File: config.mk
export PLATFORM = sky130hd
export DESIGN_NAME = ch_trigger_conditioner
export DESIGN_NICKNAME = d
export VERILOG_FILES = /design/src/rtl/ch_trigger_conditioner_pkg.sv /design/src/rtl/ch_sync_edge.sv /design/src/rtl/ch_trigger_conditioner.sv
export SDC_FILE = /design/constraint.sdc
export NUM_CORES = 1
export LEC_CHECK = 0
export CORE_MARGIN = 2
export CORE_UTILIZATION = 50
export DETAILED_ROUTE_END_ITERATION = 8
export DONT_BUFFER_PORTS = 1
export SYNTH_ARGS = -nofsm -noshare
export SYNTH_HDL_FRONTEND = slang
export SYNTH_SLANG_ARGS = --single-unit
File: constraint.sdc
create_clock -name CLK -period 2.7 [get_ports CLK]
set_clock_uncertainty 0.1 [all_clocks]
set_input_delay 0.135 -clock CLK [delete_from_list [all_inputs] [get_ports CLK]]
set_output_delay 0.135 -clock CLK [all_outputs]
set_load 0.01 [all_outputs]
File: src/rtl/ch_trigger_conditioner_pkg.sv
// Shared types for the channel trigger path: channel state, trigger FSM
// encoding and the sampling-gate decode used by both the conditioner and
// the channel state machine.
package ch_trigger_conditioner_pkg;

    localparam int unsigned DEF_SYNC_STAGES = 2;
    localparam int unsigned DEF_PULSE_LEN   = 4;
    localparam int unsigned DEF_WIDTH_W     = 4;
    localparam int unsigned DEF_HOLD_W      = 8;
    localparam int unsigned DEF_MISS_W      = 8;

    typedef enum logic [3:0] {
        INIT,
        SAMPLING_A,
        SAMPLING_B,
        SAMPLING_C,
        SAMPLING_D,
        SAMPLING_E,
        SAMPLING_A_AND_B,
        SAMPLING_C_AND_D,
        SAMPLING_ALL,
        STOPPED,
        READOUT
    } state_t;

    typedef enum logic [2:0] {
        TRG_IDLE,
        TRG_QUALIFY,
        TRG_FIRE,
        TRG_HOLDOFF,
        TRG_WAIT_LOW
    } trig_fsm_t;

    // True for channel states in which a trigger may advance sampling.
    // SAMPLING_E is deliberately excluded: it is a terminal capture phase.
    function automatic logic is_sampling_state(input state_t s);
        logic v;
        case (s)
            SAMPLING_A,
            SAMPLING_B,
            SAMPLING_C,
            SAMPLING_D,
            SAMPLING_A_AND_B,
            SAMPLING_C_AND_D,
            SAMPLING_ALL: v = 1'b1;
            default:      v = 1'b0;
        endcase
        return v;
    endfunction

endpackage

File: src/rtl/ch_sync_edge.sv
// Multi-flop synchronizer for the asynchronous discriminator plus a
// registered rising-edge detector. o_disc_s and o_rise are aligned: when
// o_rise is high, o_disc_s is high in the same cycle.
module ch_sync_edge #(
    parameter int unsigned SYNC_STAGES = 2
) (
    input  logic i_clk,
    input  logic i_rst,
    input  logic i_disc,
    output logic o_disc_s,
    output logic o_rise
);

    logic [SYNC_STAGES-1:0] r_sync;
    logic                   r_disc_q;
    logic                   r_rise;

    // Synchronizer chain, delayed level and edge flag.
    always_ff @(posedge i_clk) begin
        if (i_rst) begin
            r_sync   <= '0;
            r_disc_q <= 1'b0;
            r_rise   <= 1'b0;
        end else begin
            r_sync   <= {r_sync[SYNC_STAGES-2:0], i_disc};
            r_disc_q <= r_sync[SYNC_STAGES-1];
            r_rise   <= r_sync[SYNC_STAGES-1] & ~r_disc_q;
        end
    end

    assign o_disc_s = r_disc_q;
    assign o_rise   = r_rise;

endmodule

File: src/rtl/ch_trigger_conditioner.sv
// Per-channel trigger conditioner: synchronizes the discriminator, qualifies
// it by minimum width, emits a fixed-width registered trigger pulse, applies
// holdoff and re-arm, and counts edges that could not become triggers.
module ch_trigger_conditioner
    import ch_trigger_conditioner_pkg::*;
#(
    parameter int unsigned SYNC_STAGES = DEF_SYNC_STAGES,
    parameter int unsigned PULSE_LEN   = DEF_PULSE_LEN,
    parameter int unsigned WIDTH_W     = DEF_WIDTH_W,
    parameter int unsigned HOLD_W      = DEF_HOLD_W,
    parameter int unsigned MISS_W      = DEF_MISS_W
) (
    input  logic               CLK,
    input  logic               RST,
    input  logic               DISC_IN,
    input  state_t             current_state,
    input  logic [WIDTH_W-1:0] MIN_WIDTH,
    input  logic [HOLD_W-1:0]  HOLDOFF,
    input  logic               MISS_CLR,
    output logic               trigger,
    output logic               armed,
    output logic [MISS_W-1:0]  missed_cnt
);

    localparam int unsigned PCNT_W = (PULSE_LEN > 1) ? $clog2(PULSE_LEN) : 1;

    logic               w_disc_s;
    logic               w_rise;
    logic               w_gate_open;
    logic               w_miss_inc;

    trig_fsm_t          r_state;
    logic [WIDTH_W-1:0] r_wcnt;
    logic [WIDTH_W-1:0] r_min_w;
    logic [PCNT_W-1:0]  r_pcnt;
    logic [HOLD_W-1:0]  r_hcnt;
    logic               r_trigger;
    logic               r_armed;
    logic [MISS_W-1:0]  r_missed;

    ch_sync_edge #(
        .SYNC_STAGES (SYNC_STAGES)
    ) u_sync_edge (
        .i_clk    (CLK),
        .i_rst    (RST),
        .i_disc   (DISC_IN),
        .o_disc_s (w_disc_s),
        .o_rise   (w_rise)
    );

    // Gate decode from the channel state machine.
    assign w_gate_open = is_sampling_state(current_state);

    // Edges lost to a closed gate, to a gate closing mid-qualify, or to holdoff.
    assign w_miss_inc = ((r_state == TRG_IDLE)    & w_rise & ~w_gate_open)
                      | ((r_state == TRG_QUALIFY) & w_disc_s & ~w_gate_open)
                      | ((r_state == TRG_HOLDOFF) & w_rise);

    // Trigger FSM with its counters and registered trigger/armed outputs.
    always_ff @(posedge CLK) begin
        if (RST) begin
            r_state   <= TRG_IDLE;
            r_wcnt    <= '0;
            r_min_w   <= '0;
            r_pcnt    <= '0;
            r_hcnt    <= '0;
            r_trigger <= 1'b0;
            r_armed   <= 1'b0;
        end else begin
            r_armed <= (r_state == TRG_IDLE) & w_gate_open;
            case (r_state)
                TRG_IDLE: begin
                    if (w_rise && w_gate_open) begin
                        r_state <= TRG_QUALIFY;
                        r_wcnt  <= WIDTH_W'(1);
                        r_min_w <= (MIN_WIDTH == '0) ? WIDTH_W'(1) : MIN_WIDTH;
                    end
                end
                TRG_QUALIFY: begin
                    if (!w_disc_s) begin
                        r_state <= TRG_IDLE;
                    end else if (!w_gate_open) begin
                        r_state <= TRG_WAIT_LOW;
                    end else if (r_wcnt >= r_min_w) begin
                        r_state   <= TRG_FIRE;
                        r_pcnt    <= '0;
                        r_trigger <= 1'b1;
                    end else begin
                        r_wcnt <= r_wcnt + WIDTH_W'(1);
                    end
                end
                TRG_FIRE: begin
                    if (r_pcnt == PCNT_W'(PULSE_LEN - 1)) begin
                        r_trigger <= 1'b0;
                        r_hcnt    <= HOLDOFF;
                        r_state   <= (HOLDOFF == '0) ? TRG_WAIT_LOW : TRG_HOLDOFF;
                    end else begin
                        r_pcnt <= r_pcnt + PCNT_W'(1);
                    end
                end
                TRG_HOLDOFF: begin
                    if (r_hcnt <= HOLD_W'(1)) begin
                        r_state <= TRG_WAIT_LOW;
                    end else begin
                        r_hcnt <= r_hcnt - HOLD_W'(1);
                    end
                end
                TRG_WAIT_LOW: begin
                    if (!w_disc_s) begin
                        r_state <= TRG_IDLE;
                    end
                end
                default: begin
                    r_state   <= TRG_IDLE;
                    r_trigger <= 1'b0;
                end
            endcase
        end
    end

    // Saturating missed-edge counter; clear takes precedence over increment.
    always_ff @(posedge CLK) begin
        if (RST) begin
            r_missed <= '0;
        end else if (MISS_CLR) begin
            r_missed <= '0;
        end else if (w_miss_inc && (r_missed != {MISS_W{1'b1}})) begin
            r_missed <= r_missed + MISS_W'(1);
        end
    end

    assign trigger    = r_trigger;
    assign armed      = r_armed;
    assign missed_cnt = r_missed;

endmodule
# Yosys cells after proc, flatten, opt, wreduce, memory -nomap -nowiden
# Index checks and enable logic that the tools add are counted.
# totals
input_bits	20
mem_count	0
reg_bits	35
latch_bits	0
ramBits	0
romBits	0
# classes
eq_ne	24
multipliers	0
mux	29
n_bitwise	12
add_sub_neg	4
magnitude_cmp	2
n_reduce_logical	17
div	0
shifts	0
# ops
cell	n
3-bit two-way mux	8
4-bit two-way mux	5
5-bit AND reduction	4
8-bit two-way mux	2
8-bit one-hot mux with 2 select lines	1
3-bit one-hot mux with 5 select lines	1
4-bit by 3-bit equality test with 1-bit output (second input constant)	3
2-bit != test (second input constant)	6
8-bit by 1-bit adder with 8-bit output (second input constant)	1
4-bit by 2-bit equality test with 1-bit output (second input constant)	2
8-bit by 1-bit <= comparator with 1-bit output (second input constant)	1
8-bit logical NOT	1
2-bit two-way mux	4
2-bit by 1-bit != test with 1-bit output (second input constant)	4
8-bit != test (second input constant)	1
4-bit one-hot mux with 2 select lines	1
8-bit by 1-bit subtractor with 8-bit output (second input constant)	1
1-bit bitwise AND	7
7-bit OR reduction	1
3-bit by 2-bit equality test with 1-bit output (second input constant)	2
2-bit nonzero test	3
1-bit two-way mux	5
4-bit by 1-bit adder with 4-bit output (second input constant)	1
4-bit by 1-bit equality test with 1-bit output (second input constant)	1
other kinds (18)	22

# Logic depth before layout (Yosys ltp)
# Gate-level depths: netlist of the first run.
# depth
depth_word	8
mapped_depth	7

# Cells and area by module
# A second synthesis of the first run with hierarchy kept.
# unflattened
cells_unflattened	248
area_unflattened_um2	2050.7
# modules_own_cells
module	cells_each	area_per_inst_um2	seq_area_each_um2	n_inst
ch_trigger_conditioner	240	1939.4	620.6	1
ch_sync_edge	8	111.4	80.1	1

# Least setup slack after synthesis of the first run
# No wires, ideal clock.
# synth_timing
path_kind	reg2reg
startpoint	register r_hcnt[0]
endpoint	register r_state[1]
t_arrival_ns	1.890
path_slack_ns	0.590
stages_incl_launch_ff	8
setup_ns	0.121
period_less_slack_ns	2.110
path_buffers	0
required_time_ns	2.479
path_cell_list	dfxtp_1 > inv_1 > ha_1 > or2_2 > a31oi_1 > a211oi_1 > o211ai_1 > mux2_2
# synth_via
elab_chain_len	3
# synth_rtl
item	line_no	text
start, declared	ch_trigger_conditioner.sv:36	logic [HOLD_W-1:0] r_hcnt;
start signal, assigned	ch_trigger_conditioner.sv:105	r_hcnt <= r_hcnt - HOLD_W'(1);
8-bit by 1-bit <= comparator with 1-bit output	ch_trigger_conditioner.sv:102	if (r_hcnt <= HOLD_W'(1)) begin
2-bit by 1-bit != test with 1-bit output (no line)	n/a	
5-bit AND reduction (no line)	n/a	
end signal, assigned	ch_trigger_conditioner.sv:96	r_state <= (HOLDOFF == '0) ? TRG_WAIT_LOW : TRG_HOLDOFF;
end, declared	ch_trigger_conditioner.sv:32	trig_fsm_t r_state;
# Every way passes these cells.
# A chain may end at the register's enable or synchronous reset.

# Worst setup path in the final report of the first run
# layout_timing
startpoint	register r_hcnt[0]
endpoint	register r_hcnt[0]
# layout_via
elab_chain_len	3
# layout_rtl
item	line_no
8-bit by 1-bit subtractor with 8-bit output or 8-bit by 1-bit <= comparator with 1-bit output (tied branches)	ch_trigger_conditioner.sv:105, ch_trigger_conditioner.sv:102
8-bit two-way mux or 2-bit != test (tied branches)	n/a
8-bit one-hot mux with 2 select lines or 3-bit AND reduction (tied branches)	n/a
# Parallel ways exist; a longest one is shown, timed or not. The select of a mux whose other input is x is not followed.

==> impl_results.md, run 1 <==
* Fillers at 371
* Final #Nets at 281
* Worst path cell trace: inv_1, ha_1, or2_2, a31oi_1, nor2_2, or3_1, a31oi_1
* Synthesis-to-finish area growth at 8.97%
* Full die area at 4750 µm²
* Period utilisation layout at 87.5%
* Via Count at 1902
* RSZ-0062 raised after global routing: false
* Drt wl/cell at 15.5 µm
* H-tree level count at 2
* Mapped Cells at 246
* Mapped Nets at 275
* Crit path kind: reg2reg
* Post-route cell area at 2300 µm²
* Register area share after synthesis at 33.3%
* Vias/cell at 6.28
* First-pass GRT wire length at 7760 µm
* Top_reg_cell synth: dfxtp_1
* Tightest Hold Check Type: in2reg
* Warnings, synthesis at 0
* IO Count at 30
* Slew headroom at 28.4%
* CORE AREA at 4030 µm²
* Worst r2r path cells at 7
* Fin util at 57.0%
* CTS clk-pin slew, worst paths at 80 ps
* Slowest-stage cell, CP: a31oi_1
* Distinct cells, synth at 58
* Crit path depth at 7
* Rows at 23
* WP buf/inv at 1
* Multi-input logic area at 1290 µm²
* Post-Syn Area at 2110 µm²
* Worst vdd ir at 224 µV
* Hold path endpoint: armed
* Router iterations before antenna repair at 4
* TritonCTS Buffers at 5
* Status: finished, final reports clean
* Diode count at 0
* Clock latency on the worst-skew pair at 290 ps
* EDFF count, synth at 0
* Max incr delay on CP at 430 ps
* Fin. Hold Viols at 0
* Mean Syn Cell Area at 8.57 µm²
* Max-slew violations at 0
* Register area at 701 µm²
* Clock Path Buffers at 2
* TritonCTS clock tree: done
* Detailed-route wire length at 4710 µm
* GRT Residual Overflow at 0
* Largest net degree at the start of global routing at 31
* R2r setup slk at 340 ps
* Clock sink total at 35
* Lkg Pwr at 0.759 nW
* # DRC at 0
* Initial Util at 52.3%
* Max-capacitance violation count at 0
* Required time worst endpoint at 2790 ps
* Asr flop ratio synth at 0%
* Total GRT Usage at 22.0%
* Worst setup margin at 337 ps
* Critical path's top delay family: simple AND/OR/NAND/NOR gates
* Dpl cells at 287
* Measured slew at the worst slew-check pin at 1070 ps
* Max Clock Freq at 423 MHz
* P per Cell Area at 443 nW/µm²
* Port Buffers at 0
* Die Wd at 68.9 µm
* CP most frequent cell: a31oi_1
* Dpl ws at 381 ps
* Pwr Total at 1.02 mW
* Setup TNS at 0 ps
* Iter 0 DRT Violations at 66
* Arrival @ worst endpoint at 2460 ps
* Antenna-violating nets left at 0
* Layout cell share with drive strength beyond 1 at 11.5%
* Initial antenna violation count at 0
* Dpl hpwl at 3390 µm
* Worst Hold Depth at 3
* RR Startpoint: r_hcnt[0]
* Most frequent cells in the layout: 35 x dfxtp_1, 21 x nor2_1, 19 x a21oi_1
* Clock Tree Root: clkbuf_8
* Worst-path fanout max at 10
* Dpl cell area at 2110 µm²
* Die Y at 68.9 µm
* Endpoints failing setup at 0
* Fin cells at 303
* Vias in the first global route at 1725
* CP endpoint kind: flop
* GP Congestion at 0.855
* Critical Path Source Type: flop
* Seq cells post-synth at 35
* Most common cell after layout, fill and taps aside: dfxtp_1
* Min-delay src: current_state[0]
* WHS at 7.14 ps
* Reg2reg end: r_hcnt[0]
* Fin crit period at 2360 ps
-- state kept, by name (all words and copies together) (netlist names) --
register / cells
u_sync_edge.o_rise: 1
u_sync_edge.o_disc_s: 1
r_min_w: 4
u_sync_edge.r_sync: 2
armed: 1
r_pcnt: 2
missed_cnt: 8
r_state: 3
trigger: 1
r_hcnt: 8
r_wcnt: 4
-- tightest hold or removal path, stage by stage --
cell     delay [ps]
a21oi_4          20
o21ai_0         150
nor2_1           40
-- metal layers --
metal	vias to the layer above	global-route usage [%]	wire length [µm]
met4	0	10.0	114
met1	890	27.3	2150
met2	64	35.5	2160
li1	938	-	-
met5	-	0	0
met3	10	6.17	282
-- worst max path at each step --
stage                    from         end  slack (ps)
detailed placement  r_hcnt[0]  r_state[1]         380
global route        r_hcnt[0]   r_hcnt[0]         190
global placement    r_hcnt[0]  r_state[1]         480
finish              r_hcnt[0]   r_hcnt[0]         340
floorplan           r_hcnt[0]  r_state[1]         590
CTS                 r_hcnt[0]   r_hcnt[0]         360
-- synth_stat cells, drive strengths merged (4+ instances only) --
library cell	count	area (µm²)
a21oi	20	111
a31oi	8	50.1
buf	7	61.3
clkbuf	5	18.8
dfxtp	35	701
ha	9	113
inv	9	33.8
mux2i	8	80.1
nand2	9	33.8
nand2b	5	31.3
nand3	8	40.0
nand3b	5	41.3
nor2	23	91.3
nor2b	8	50.1
nor3	8	45.0
nor3b	5	42.5
o211ai	5	42.5
o21ai	11	62.6
o22ai	4	25.0
o31ai	5	37.5
or4	10	75.1
-- kinds of logic after synthesis --
family,share of synthesized area (%)
buffers and inverters,5.40
flip-flops,33.3
AND/OR/NAND/NOR,27.3
multiplexers,4.34
AO/OA/AOI/OAI,24.4
adder cells (fa/ha/maj),5.34
-- final cells by class --
cell class | instances | share of cell area [%]
multi-input combinational | 190 | 56.3
inverter | 9 | 1.47
clock buffer | 7 | 4.20
clock inverter | 1 | 0.327
tap | 50 | 2.72
sequential | 35 | 30.5
timing repair buffer | 11 | 4.47
-- repair_timing --
item,4_1_cts,5_1_grt
setup endpoints to repair,0,0
buffers inserted,0,0
hold buffers,8,0
endpoints found under the hold margin,27,0
gates resized for setup,0,0
-- power by group --
| group | internal [mW] | total (mW) | switching [mW] |
|---|---|---|---|
| sequential | 0.522 | 0.528 | 0.00676 |
| clock | 0.232 | 0.424 | 0.192 |
| combinational | 0.0301 | 0.0646 | 0.0344 |
Power figures use the tool's default switching activity.
==> inputs of run 2 (changes only) <==
--- a/config.mk
+++ b/config.mk
@@ -5,6 +5,7 @@
 export SDC_FILE = /design/constraint.sdc
 export NUM_CORES = 1
 export LEC_CHECK = 0
+export ABC_AREA = 1
 export CORE_MARGIN = 2
 export CORE_UTILIZATION = 50
 export DETAILED_ROUTE_END_ITERATION = 8
==> impl_results.md, run 2 <==
* Crit path kind: reg2reg
* Mean Syn Cell Area at 6.70 µm²
* Required time worst endpoint at 2780 ps
* Tightest Hold Check Type: in2reg
* Setup TNS at 0 ps
* Lkg Pwr at 0.939 nW
* Detailed-route wire length at 4350 µm
* Iter 0 DRT Violations at 75
* Post-CTS sizing at 0
* Dpl cells at 350
* Slowest-stage cell, CP: dlygate4sd3_1
* CP endpoint kind: flop
* Max-capacitance violation count at 0
* CTS clk-pin slew, worst paths at 70 ps
* Fin crit period at 2290 ps
* Met3 routed WL at 184 µm
* Status: finished, final reports clean
* Setup Fix Bufs, Post-CTS at 0
* Rows at 23
* WL met1 at 2030 µm
* Measured slew at the worst slew-check pin at 486 ps
* Worst path cell trace: inv_1, ha_1, o21ai_0, nor2_2, nand2_4, nand3_4, inv_4, nand2_1, nand2_1, a21oi_1, dlygate4sd3_1
* Fin cells at 366
* CORE AREA at 3970 µm²
* Router iterations before antenna repair at 4
* IO Count at 30
* Register area at 701 µm²
* Crit path from: r_hcnt[0]
* Endpoints failing setup at 0
* Arrival @ worst endpoint at 2370 ps
* Slew headroom at 67.5%
* Min-delay src: HOLDOFF[3]
* Port Buffers at 0
* Vias/cell at 5.13
* H-tree level count at 2
* Vias in the first global route at 1722
* Largest cells by area after synthesis: dfxtp_1 34%, nand2_1 12%, nor2_1 9.6%
* Post-Syn Area at 2040 µm²
* Worst-path fanout max at 8
* Mapped Nets at 333
* Antenna-violating nets left at 0
* Clock Path Buffers at 2
* P per Cell Area at 456 nW/µm²
* Asr flop ratio synth at 0%
* Warnings, synthesis at 0
* Max Clock Freq at 437 MHz
* Largest net degree at the start of global routing at 16
* Worst r2r path cells at 11
* Uppermost layer routed: met4
* Period utilisation layout at 84.8%
* Drt wl/cell at 11.9 µm
* Top_reg_cell synth: dfxtp_1
* Critical Path Source Type: flop
* Yosys top cell by area: dfxtp_1
* Count leader, synth: nand2_1
* RR Startpoint: r_hcnt[0]
* Distinct cells, synth at 31
* TritonCTS clock tree: done
* Dpl hpwl at 3270 µm
* Die Wd at 67.8 µm
* Multi-input logic area at 1170 µm²
* Clock Tree Root: clkbuf_8
* GP Congestion at 0.825
* Most common cell after layout, fill and taps aside: nand2_1
* Final #Nets at 344
* Initial Util at 51.3%
* Die Y at 67.8 µm
* Synthesis-to-finish area growth at 9.76%
* Most instantiated cells after synthesis: 65 x nand2_1, 52 x nor2_1, 35 x dfxtp_1
* Layout cell share with drive strength beyond 1 at 8.54%
* Most frequent cells in the layout: 65 x nand2_1, 52 x nor2_1, 35 x dfxtp_1
* Clock latency on the worst-skew pair at 290 ps
* EDFF count, synth at 0
* R2r setup slk at 410 ps
* Total GRT Usage at 21.4%
* Initial antenna violation count at 0
* Max-slew violations at 0
* CP most frequent cell: nand2_1
* Yosys top cell area share at 34.4%
* Fillers at 396
* Seq cells post-synth at 35
* TritonCTS Buffers at 5
* Max incr delay on CP at 570 ps
* Diode count at 0
* Clock sink total at 35
* Worst vdd ir at 255 µV
* # DRC at 0
* Fin. Hold Viols at 0
* Register area share after synthesis at 34.4%
* RSZ-0062 raised after global routing: false
* GRT Residual Overflow at 0
* First-pass GRT wire length at 7420 µm
* Reg2reg end: r_hcnt[6]
* Full die area at 4600 µm²
* Mapped Cells at 304
* DR WL met2 at 2070 µm
* CP Capture Point: r_hcnt[6]
* Via Count at 1878
-- run 2: changes by cell type after synthesis, moves of 7 or more --
cell,before,now
nand2_1,9,65
nor2_1,21,52
inv_1,9,32
nand3_1,8,18
or4_1,10,0
o21ai_0,9,18
mux2i_1,8,0
nor2b_1,8,0
a31oi_1,8,1
-- run 2: timing repair --
| action | in CTS | in global routing |
|---|---|---|
| hold buffers | 8 | 0 |
| setup endpoints to repair | 0 | 0 |
| endpoints found under the hold margin | 18 | 0 |
-- run 2: through the flow --
stage | utilization, % | cell area, µm² | setup WS, ps | hold WS, ps | power [mW]
after detailed placement | 52.2 | 2070 | 632 | 108 | 0.643
after global routing | 56.3 | 2240 | 240 | 48.6 | 1.07
after CTS | 56.3 | 2240 | 387 | 3.31 | 1.03
final | 56.3 | 2240 | 409 | 4.16 | 1.02
after floorplan | - | 2040 | 1100 | 112 | 0.627
after global placement | 52.2 | 2070 | 666 | 108 | 0.643
-- run 2: kinds of logic (layout without fill, tap and decap cells) --
kind of cell    after synthesis  count (layout)  synth area share (%)
simple gates                161             161                  35.0
xor+xnor                      6               6                  2.58
compound gates               54              54                  14.4
fa+ha+maj                     9               9                  5.52
buf+inv                      39              51                  8.16
flops                        35              35                  34.4
-- run 2: worst min path at each step --
stage	endpoint	slack, ps	depth (start not counted)
after floorplan	u_sync_edge.o_rise	110	1
after global placement	r_pcnt[1]	110	1
after detailed placement	r_hcnt[6]	110	1
after CTS	r_hcnt[3]	3	4
after global routing	r_hcnt[3]	50	4
final	r_hcnt[3]	4	4
-- run 2: worst max-delay path, delay by kind of cell (launching register included) --
kind | cells | cell delay (ps)
buffers and inverters | 3 | 770
and+or+nand+nor | 5 | 380
DFF | 1 | 350
AOI/OAI and AO/OA | 2 | 300
adders and majority gates | 1 | 270
-- run 2: metal layers --
metal  vias up  global-route usage, %
met5         -                      0
met1       833                   24.5
met3         7                   6.91
met2        27                   37.5
met4         0                   7.50
li1       1011                      -
-- run 2: report_power, final --
part	internal, mW	switching (mW)
clock	0.180	0.197
sequential	0.527	0.0122
combinational	0.0384	0.0643
-- run 2: cell type report --
| type | instances | share of cell area (%) |
|---|---|---|
| Multi-Input combinational cell | 230 | 52.3 |
| Sequential cell | 35 | 31.3 |
| Inverter | 34 | 5.82 |
| Timing Repair Buffer | 9 | 3.91 |
| Clock buffer | 6 | 3.24 |
| Tap cell | 50 | 2.80 |
| Clock inverter | 2 | 0.559 |
